### src/rtl/axi_lite_regs_slave.sv
// axi_lite_regs_slave
//   AXI4-Lite responder with four 32-bit word registers that drive the
//   Mandelbrot core's control inputs.
//
//   0x0 DATA_0  RW
//   0x4 DATA_1  RW
//   0x8 CTRL    RW  bit0 start (write-only, reads 0), bit1 enable
//   0xC STATUS  RO  [15:0] accepted writes, [31:16] accepted reads
//
//   Optional build macro: AXI_SLVERR_EN
//     defined   - a write to STATUS answers SLVERR (2'b10)
//     undefined - a write to STATUS answers OKAY and is ignored
//
// Ports
//   s00_axi_aclk / s00_axi_aresetn   clock, async active-low reset
//   s00_axi_aw* / w* / b*            write address, data, response channels
//   s00_axi_ar* / r*                 read address, data channels
//   data_0_o, data_1_o               DATA_0 / DATA_1 contents
//   enable_o                         CTRL bit 1
//   start_o                          one-cycle pulse on CTRL write with bit 0 = 1
module axi_lite_regs_slave #(
  parameter int C_S00_AXI_DATA_WIDTH = 32,
  parameter int C_S00_AXI_ADDR_WIDTH = 4
) (
  input  logic                              s00_axi_aclk,
  input  logic                              s00_axi_aresetn,
  input  logic [C_S00_AXI_ADDR_WIDTH-1:0]   s00_axi_awaddr,
  input  logic [2:0]                        s00_axi_awprot,
  input  logic                              s00_axi_awvalid,
  output logic                              s00_axi_awready,
  input  logic [C_S00_AXI_DATA_WIDTH-1:0]   s00_axi_wdata,
  input  logic [C_S00_AXI_DATA_WIDTH/8-1:0] s00_axi_wstrb,
  input  logic                              s00_axi_wvalid,
  output logic                              s00_axi_wready,
  output logic [1:0]                        s00_axi_bresp,
  output logic                              s00_axi_bvalid,
  input  logic                              s00_axi_bready,
  input  logic [C_S00_AXI_ADDR_WIDTH-1:0]   s00_axi_araddr,
  input  logic [2:0]                        s00_axi_arprot,
  input  logic                              s00_axi_arvalid,
  output logic                              s00_axi_arready,
  output logic [C_S00_AXI_DATA_WIDTH-1:0]   s00_axi_rdata,
  output logic [1:0]                        s00_axi_rresp,
  output logic                              s00_axi_rvalid,
  input  logic                              s00_axi_rready,
  output logic [C_S00_AXI_DATA_WIDTH-1:0]   data_0_o,
  output logic [C_S00_AXI_DATA_WIDTH-1:0]   data_1_o,
  output logic                              enable_o,
  output logic                              start_o
);

`ifdef AXI_SLVERR_EN
  localparam logic [1:0] STATUS_WR_RESP = 2'b10;
`else
  localparam logic [1:0] STATUS_WR_RESP = 2'b00;
`endif

  logic        aw_held, w_held;
  logic [1:0]  aw_idx;
  logic [31:0] w_data;
  logic [3:0]  w_strb;

  logic [31:0] data_0_q, data_1_q;
  logic        enable_q, start_q;
  logic [15:0] wr_cnt, rd_cnt;

  logic        bvalid_q;
  logic [1:0]  bresp_q;
  logic        rvalid_q;
  logic [31:0] rdata_q;
  logic [31:0] rd_mux;

  logic aw_hs, w_hs, ar_hs, commit;

  // Protection bits and sub-word address bits carry no meaning here.
  logic unused_inputs;
  assign unused_inputs = ^{s00_axi_awprot, s00_axi_arprot,
                           s00_axi_awaddr[1:0], s00_axi_araddr[1:0]};

  // Readies are gated by reset so they read 0 while reset is held.
  assign s00_axi_awready = s00_axi_aresetn & ~aw_held & ~bvalid_q;
  assign s00_axi_wready  = s00_axi_aresetn & ~w_held  & ~bvalid_q;
  assign s00_axi_arready = s00_axi_aresetn & ~rvalid_q;

  assign aw_hs  = s00_axi_awvalid & s00_axi_awready;
  assign w_hs   = s00_axi_wvalid  & s00_axi_wready;
  assign ar_hs  = s00_axi_arvalid & s00_axi_arready;
  assign commit = aw_held & w_held & ~bvalid_q;

  assign s00_axi_bvalid = bvalid_q;
  assign s00_axi_bresp  = bresp_q;
  assign s00_axi_rvalid = rvalid_q;
  assign s00_axi_rdata  = rdata_q;
  assign s00_axi_rresp  = 2'b00;

  assign data_0_o = data_0_q;
  assign data_1_o = data_1_q;
  assign enable_o = enable_q;
  assign start_o  = start_q;

  function automatic logic [31:0] apply_strb(input logic [31:0] cur,
                                             input logic [31:0] d,
                                             input logic [3:0]  s);
    logic [31:0] r;
    r = cur;
    for (int i = 0; i < 4; i++)
      if (s[i]) r[8*i +: 8] = d[8*i +: 8];
    return r;
  endfunction

  always_comb begin
    rd_mux = 32'h0;
    case (s00_axi_araddr[3:2])
      2'd0:    rd_mux = data_0_q;
      2'd1:    rd_mux = data_1_q;
      2'd2:    rd_mux = {30'd0, enable_q, 1'b0};
      default: rd_mux = {rd_cnt, wr_cnt};
    endcase
  end

  // Write path: AW and W are captured independently; the write commits
  // one edge after the later of the two handshakes.
  always_ff @(posedge s00_axi_aclk or negedge s00_axi_aresetn) begin
    if (!s00_axi_aresetn) begin
      aw_held  <= 1'b0;
      w_held   <= 1'b0;
      aw_idx   <= 2'd0;
      w_data   <= 32'h0;
      w_strb   <= 4'h0;
      data_0_q <= 32'h0;
      data_1_q <= 32'h0;
      enable_q <= 1'b0;
      start_q  <= 1'b0;
      wr_cnt   <= 16'h0;
      bvalid_q <= 1'b0;
      bresp_q  <= 2'b00;
    end else begin
      start_q <= 1'b0;
      if (aw_hs) begin
        aw_held <= 1'b1;
        aw_idx  <= s00_axi_awaddr[3:2];
      end
      if (w_hs) begin
        w_held <= 1'b1;
        w_data <= s00_axi_wdata;
        w_strb <= s00_axi_wstrb;
      end
      if (commit) begin
        aw_held  <= 1'b0;
        w_held   <= 1'b0;
        bvalid_q <= 1'b1;
        wr_cnt   <= wr_cnt + 16'd1;
        bresp_q  <= (aw_idx == 2'd3) ? STATUS_WR_RESP : 2'b00;
        case (aw_idx)
          2'd0: data_0_q <= apply_strb(data_0_q, w_data, w_strb);
          2'd1: data_1_q <= apply_strb(data_1_q, w_data, w_strb);
          2'd2: begin
            // Only byte lane 0 carries CTRL bits.
            if (w_strb[0]) begin
              enable_q <= w_data[1];
              start_q  <= w_data[0];
            end
          end
          default: ;
        endcase
      end else if (bvalid_q && s00_axi_bready) begin
        bvalid_q <= 1'b0;
      end
    end
  end

  // Read path: data is sampled on the AR handshake edge, so a same-edge
  // write commit is seen only by later reads.
  always_ff @(posedge s00_axi_aclk or negedge s00_axi_aresetn) begin
    if (!s00_axi_aresetn) begin
      rvalid_q <= 1'b0;
      rdata_q  <= 32'h0;
      rd_cnt   <= 16'h0;
    end else begin
      if (ar_hs) begin
        rvalid_q <= 1'b1;
        rdata_q  <= rd_mux;
        rd_cnt   <= rd_cnt + 16'd1;
      end else if (rvalid_q && s00_axi_rready) begin
        rvalid_q <= 1'b0;
        rdata_q  <= 32'h0;
      end
    end
  end

endmodule
### config.mk
export PLATFORM = sky130hd
export DESIGN_NAME = axi_lite_regs_slave
export DESIGN_NICKNAME = d
export VERILOG_FILES = /design/src/rtl/axi_lite_regs_slave.sv
export SDC_FILE = /design/constraint.sdc
export NUM_CORES = 1
export LEC_CHECK = 0
export ABC_AREA = 1
export CAP_MARGIN = 10
export CORE_ASPECT_RATIO = 1.4
export CORE_MARGIN = 3
export CORE_UTILIZATION = 25
export CTS_CLUSTER_DIAMETER = 100
export DETAILED_ROUTE_END_ITERATION = 8
export DONT_BUFFER_PORTS = 1
export GPL_TIMING_DRIVEN = 0
export PLACE_DENSITY = 0.48
export SLEW_MARGIN = 15
export SYNTH_ARGS = -nofsm -noshare
export SYNTH_HDL_FRONTEND = slang
export SYNTH_SLANG_ARGS = --single-unit
### constraint.sdc
create_clock -name s00_axi_aclk -period 1.5 [get_ports s00_axi_aclk]
set_input_delay 0.075 -clock s00_axi_aclk [delete_from_list [all_inputs] [get_ports s00_axi_aclk]]
set_output_delay 0.075 -clock s00_axi_aclk [all_outputs]
set_load 0.02 [all_outputs]
After elaboration in Yosys (flattened, before gate mapping)

Cells that the tools add are included.

$add $sub $neg: 2
Equality and inequality tests: 4
Multiplexer cells: 14
Bitwise operators: 14
Reductions and logical operators: 17

Operators by type and width:

| operator              | count |
|---|---|
| $pmux 32 s3           | 1 |
| $mux 32               | 2 |
| $add 16x1->16 const B | 2 |
| $reduce_and 3->1      | 9 |
| $mux 1                | 11 |
| $and 1x1->1           | 10 |
| $reduce_bool 2->1     | 4 |
| $eq 2x1->1 const B    | 2 |
| $eq 2x2->1 const B    | 2 |
| $logic_not 2->1       | 2 |
| $not 1->1             | 4 |
| $logic_and 1x1->1     | 2 |

Register bits after elaboration: 172
Bits of input ports: 57
Output and inout bits: 107

Longest topological paths before layout

Depth after elaboration: 6
Mapped depth: 8
Gate-level depth less buffers: 8

Worst setup path before layout

No wires, ideal clock.

Kind: reg2reg
Start point: reg bvalid_q (netlist: s00_axi_bvalid)
End point: reg w_data[0]
Arrival: 1.547 ns
Data required time: 1.376 ns
Slack: -0.170 ns
Cell stages (with the launch flop): 6
Path buffers: 1
Cells stage by stage: dfrtp_1 nor3_2 nand2_1 clkbuf_1 nor2_1 a21oi_1

Longest elaborated chain between the ends: 3

RTL lines:

| element                  | RTL line | RTL |
|---|---|---|
| start: declaration       | 67       | `logic bvalid_q;` |
| start signal: assignment | 135      | `bvalid_q <= 1'b0;` |
| start signal: assignment | 151      | `bvalid_q <= 1'b1;` |
| start signal: assignment | 167      | `bvalid_q <= 1'b0;` |
| $not 1->1                | 82       | `assign s00_axi_wready = s00_axi_aresetn & ~w_held & ~bvalid_q;` |
| $and 1x1->1              | 82       |  |
| via s00_axi_wready       | 34       | `output logic s00_axi_wready,` |
| $and 1x1->1              | 86       | `assign w_hs = s00_axi_wvalid & s00_axi_wready;` |
| end signal: assignment   | 145      | `w_data <= s00_axi_wdata;` |
| end: declaration         | 60       | `logic [31:0] w_data;` |

The timed path passes the listed nets, and every way through them passes these cells.
A chain may end at the register's enable or synchronous reset.

Final worst setup path

Start point: reg bvalid_q (netlist: s00_axi_bvalid)
End point: reg w_data[13]

The elaborated chain is that of the path after synthesis.

==> results.cfg <==
[place]
place_ws_ps = -720.8
portBuffers = 0
place_hpwl_um = 17970
gp_congestion = 0.8237
dpl_cell_area_sq_um = 8006

[floorplanning]
core_area_sq_um = 29350
ioPinCount = 164
rows = 74
start_util_pct = 25.58
die_x_um = 152.5
die_height_um = 211.0
dieArea_sq_um = 32170

[sta]
slew_violations = 0
period_share_pct = 108.7
slew_headroom_pct = 65.54
timing.final.ws_setup_ps = -130.2
setup_viol = 37
fmax_mhz = 613.4
holdWs_ps = -661.3
period_needed_ps = 1630
tns_ps = -3983
worst_slew_pin_slew_ps = 516.4
hold_violations = 172
fin_skew_ps = 12.15
rsz0062_at_grt = yes

[route]
vias_per_cell = 4.503
drt_iter0_markers = 302
antenna_left = 0
wl_per_cell_um = 19.19
dr.pass1.iters = 4
finalWirelength_um = 25180
drc = 0
num_vias = 5908

[cts]
clk_path_buf_depth = 2
cts-root-buf = clkbuf_16
clock_latency_ps = 440
cts_buffers = 17
ctsHoldBuffers = 44
htree_levels = 4
cts_tree = built
cts_sinks = 172
path_clk_slew_ps = 60

[critical_path]
cp_slowest_stage_delay_ps = 500
arrival_ps = 1960
critPathTopFamily = simple AND/OR/NAND/NOR gates
cp_cell_sequence = nor3_4, nand2_4, buf_12, clkbuf_16, nor2_4, a21oi_2
crit_type = flop to flop
cp-start-kind = flop
required_ps = 1830
crit_fanout = 8
cp_slowest_cell = dfrtp_2
worst-path-buf-inv = 2
end_kind = flop

[global_routing]
grtUsageTotal_pct = 15.45
overflow = 0
grt_first_pass_wirelength_um = 37380
grt_start_max_net_pins = 175
antenna_found_initial = 1
grt_pass1_vias = 5981

[synthesis]
synthSimpleGateAreaFrac_pct = 21.72
synth-xor-area-share_pct = 2.217
ys_types = 33
synth_warnings = 0
ys_seq_elements = 172
synth_compound_gate_area_share_pct = 12.37
muxShareOfSynthArea_pct = 0
synth_top_family_by_area = simple AND/OR/NAND/NOR gates
synth_fa_ha_area_share_pct = 0.3333
avgSynthCellArea_sq_um = 8.948
synthCells = 839
ys_seq_area_share_pct = 57.33
syn_area_sq_um = 7507

[finish]
finalInstanceArea_sq_um = 9658
syn_to_final_growth_pct = 28.65
final_layout_size_suffix_gt1_share_pct = 17.72
mostFrequentLayoutCell = nand2_1
num-fill-cells = 3018
layout.nets = 980
postLayoutCoreUtil_pct = 32.91
final_cell_mix = 247 x nand2_1, 166 x dfrtp_1, 65 x inv_1

[outcome]
status = complete, but fails checks
failed_checks = hold timing, setup timing

[flow_run]
cap_violations = 0

[power_and_ir_drop]
vdd_ir_drop_max_v = 0.0009182
leakage_nw = 4.519
powerDensity_nw_per_um2 = 1847

[hold_path]
hold_path.class = primary input to asynchronous set/reset pin
## power by group
| group | switching, mW | internal [mW] | leakage (nW) | total (mW) |
|---|---|---|---|---|
| logic | 2.42 | 1.72 | 2.07 | 4.13 |
| registers | 2.89 | 6.25 | 2.16 | 9.14 |
| clock network | 1.85 | 2.72 | 0.292 | 4.57 |
## sequential cells by signal (all words and copies together), names as in the netlist
name / cells
data_0_o: 32
aw_idx: 2
wr_cnt: 16
s00_axi_rvalid: 1
s00_axi_rdata: 32
data_1_o: 32
w_strb: 4
w_data: 32
rd_cnt: 16
aw_held: 1
w_held: 1
s00_axi_bvalid: 1
start_o: 1
enable_o: 1
## logic make-up after synthesis
family | count (synthesis)
AOI/OAI and AO/OA | 165
xor gates and xnor gates | 19
adders and majority gates | 2
buffers and inverters | 103
DFF | 172
other | 1
and+or+nand+nor | 377
## cell type report
type | count | area (sq um) | share of cell area [%]
Timing Repair Buffer | 62 | 635.6 | 6.581
Antenna cell | 1 | 2.502 | 0.02591
Inverter | 70 | 277.8 | 2.876
Buffer | 30 | 331.6 | 3.433
Clock inverter | 7 | 113.9 | 1.179
Sequential cell | 172 | 4312 | 44.64
Multi-Input combinational cell | 568 | 3035 | 31.43
Clock buffer | 22 | 474.2 | 4.910
Tap cell | 380 | 475.5 | 4.923
## Yosys cell counts (all sizes together)
| cell type | count | area share [%] |
|---|---|---|
| conb | 1 | 0.050 |
| clkbuf | 9 | 0.45 |
| dfrtp | 172 | 57 |
| ha | 2 | 0.33 |
| o22ai | 1 | 0.083 |
| o21ai | 97 | 7.3 |
| nand3 | 37 | 3.4 |
| xnor2 | 4 | 0.47 |
| buf | 24 | 2.0 |
| o211ai | 3 | 0.30 |
| a22o | 9 | 1.1 |
| inv | 69 | 3.4 |
| nand2 | 257 | 13 |
| clkinv | 1 | 0.050 |
| nor3 | 4 | 0.40 |
| a21oi | 55 | 3.7 |
| xor2 | 15 | 1.8 |
| nor2 | 70 | 4.1 |
| nand4 | 9 | 0.75 |
## final timing paths
| check | endpoint | from | slack (ps) | cells after the start |
|---|---|---|---|---|
| setup reg to reg | w_data[13] | s00_axi_bvalid | -130 | 6 |
| hold reg to reg | wr_cnt[15] | wr_cnt[15] | 470 | 2 |
| min in group s00_axi_aclk | s00_axi_rdata[4] | s00_axi_araddr[2] | 40 | 3 |
| setup / recovery | w_data[13] | s00_axi_bvalid | -130 | 6 |
| hold / removal | s00_axi_rdata[22] | s00_axi_aresetn | -660 | 0 |
| max in group asynchronous | aw_held | s00_axi_aresetn | 1760 | 0 |
## through the flow
| step | cells | hold WS (ps) | power [mW] |
|---|---|---|---|
| 5_1_grt | 1311 | -680.8 | 18.93 |
| 4_1_cts | 1299 | -688.4 | 17.61 |
| 3_3_place_gp | 1222 | -211.0 | 12.43 |
| 6_report | 1312 | -661.3 | 17.84 |
| 2_1_floorplan | 842 | -220.6 | 11.06 |
| 3_5_place_dp | 1222 | -211.1 | 12.53 |
## metal layers
metal / vias up / wire length (um) / GRT usage (%)
li1: 2872 / - / -
met1: 2871 / 9626 / 17.21
met2: 135 / 13000 / 26.58
met3: 30 / 2023 / 6.231
met4: 0 / 529 / 6.056
met5: - / 0 / 0
## what timing repair did
| action | CTS | global route |
|---|---|---|
| pin swaps | 5 | 9 |
| resized for setup | 68 | 64 |
| hold endpoints to repair | 222 | 172 |
| setup endpoints to repair | 152 | 129 |
| gates cloned | 0 | 4 |
| setup buffers | 5 | 10 |
Note: power is estimated with default switching activity, not from simulation.
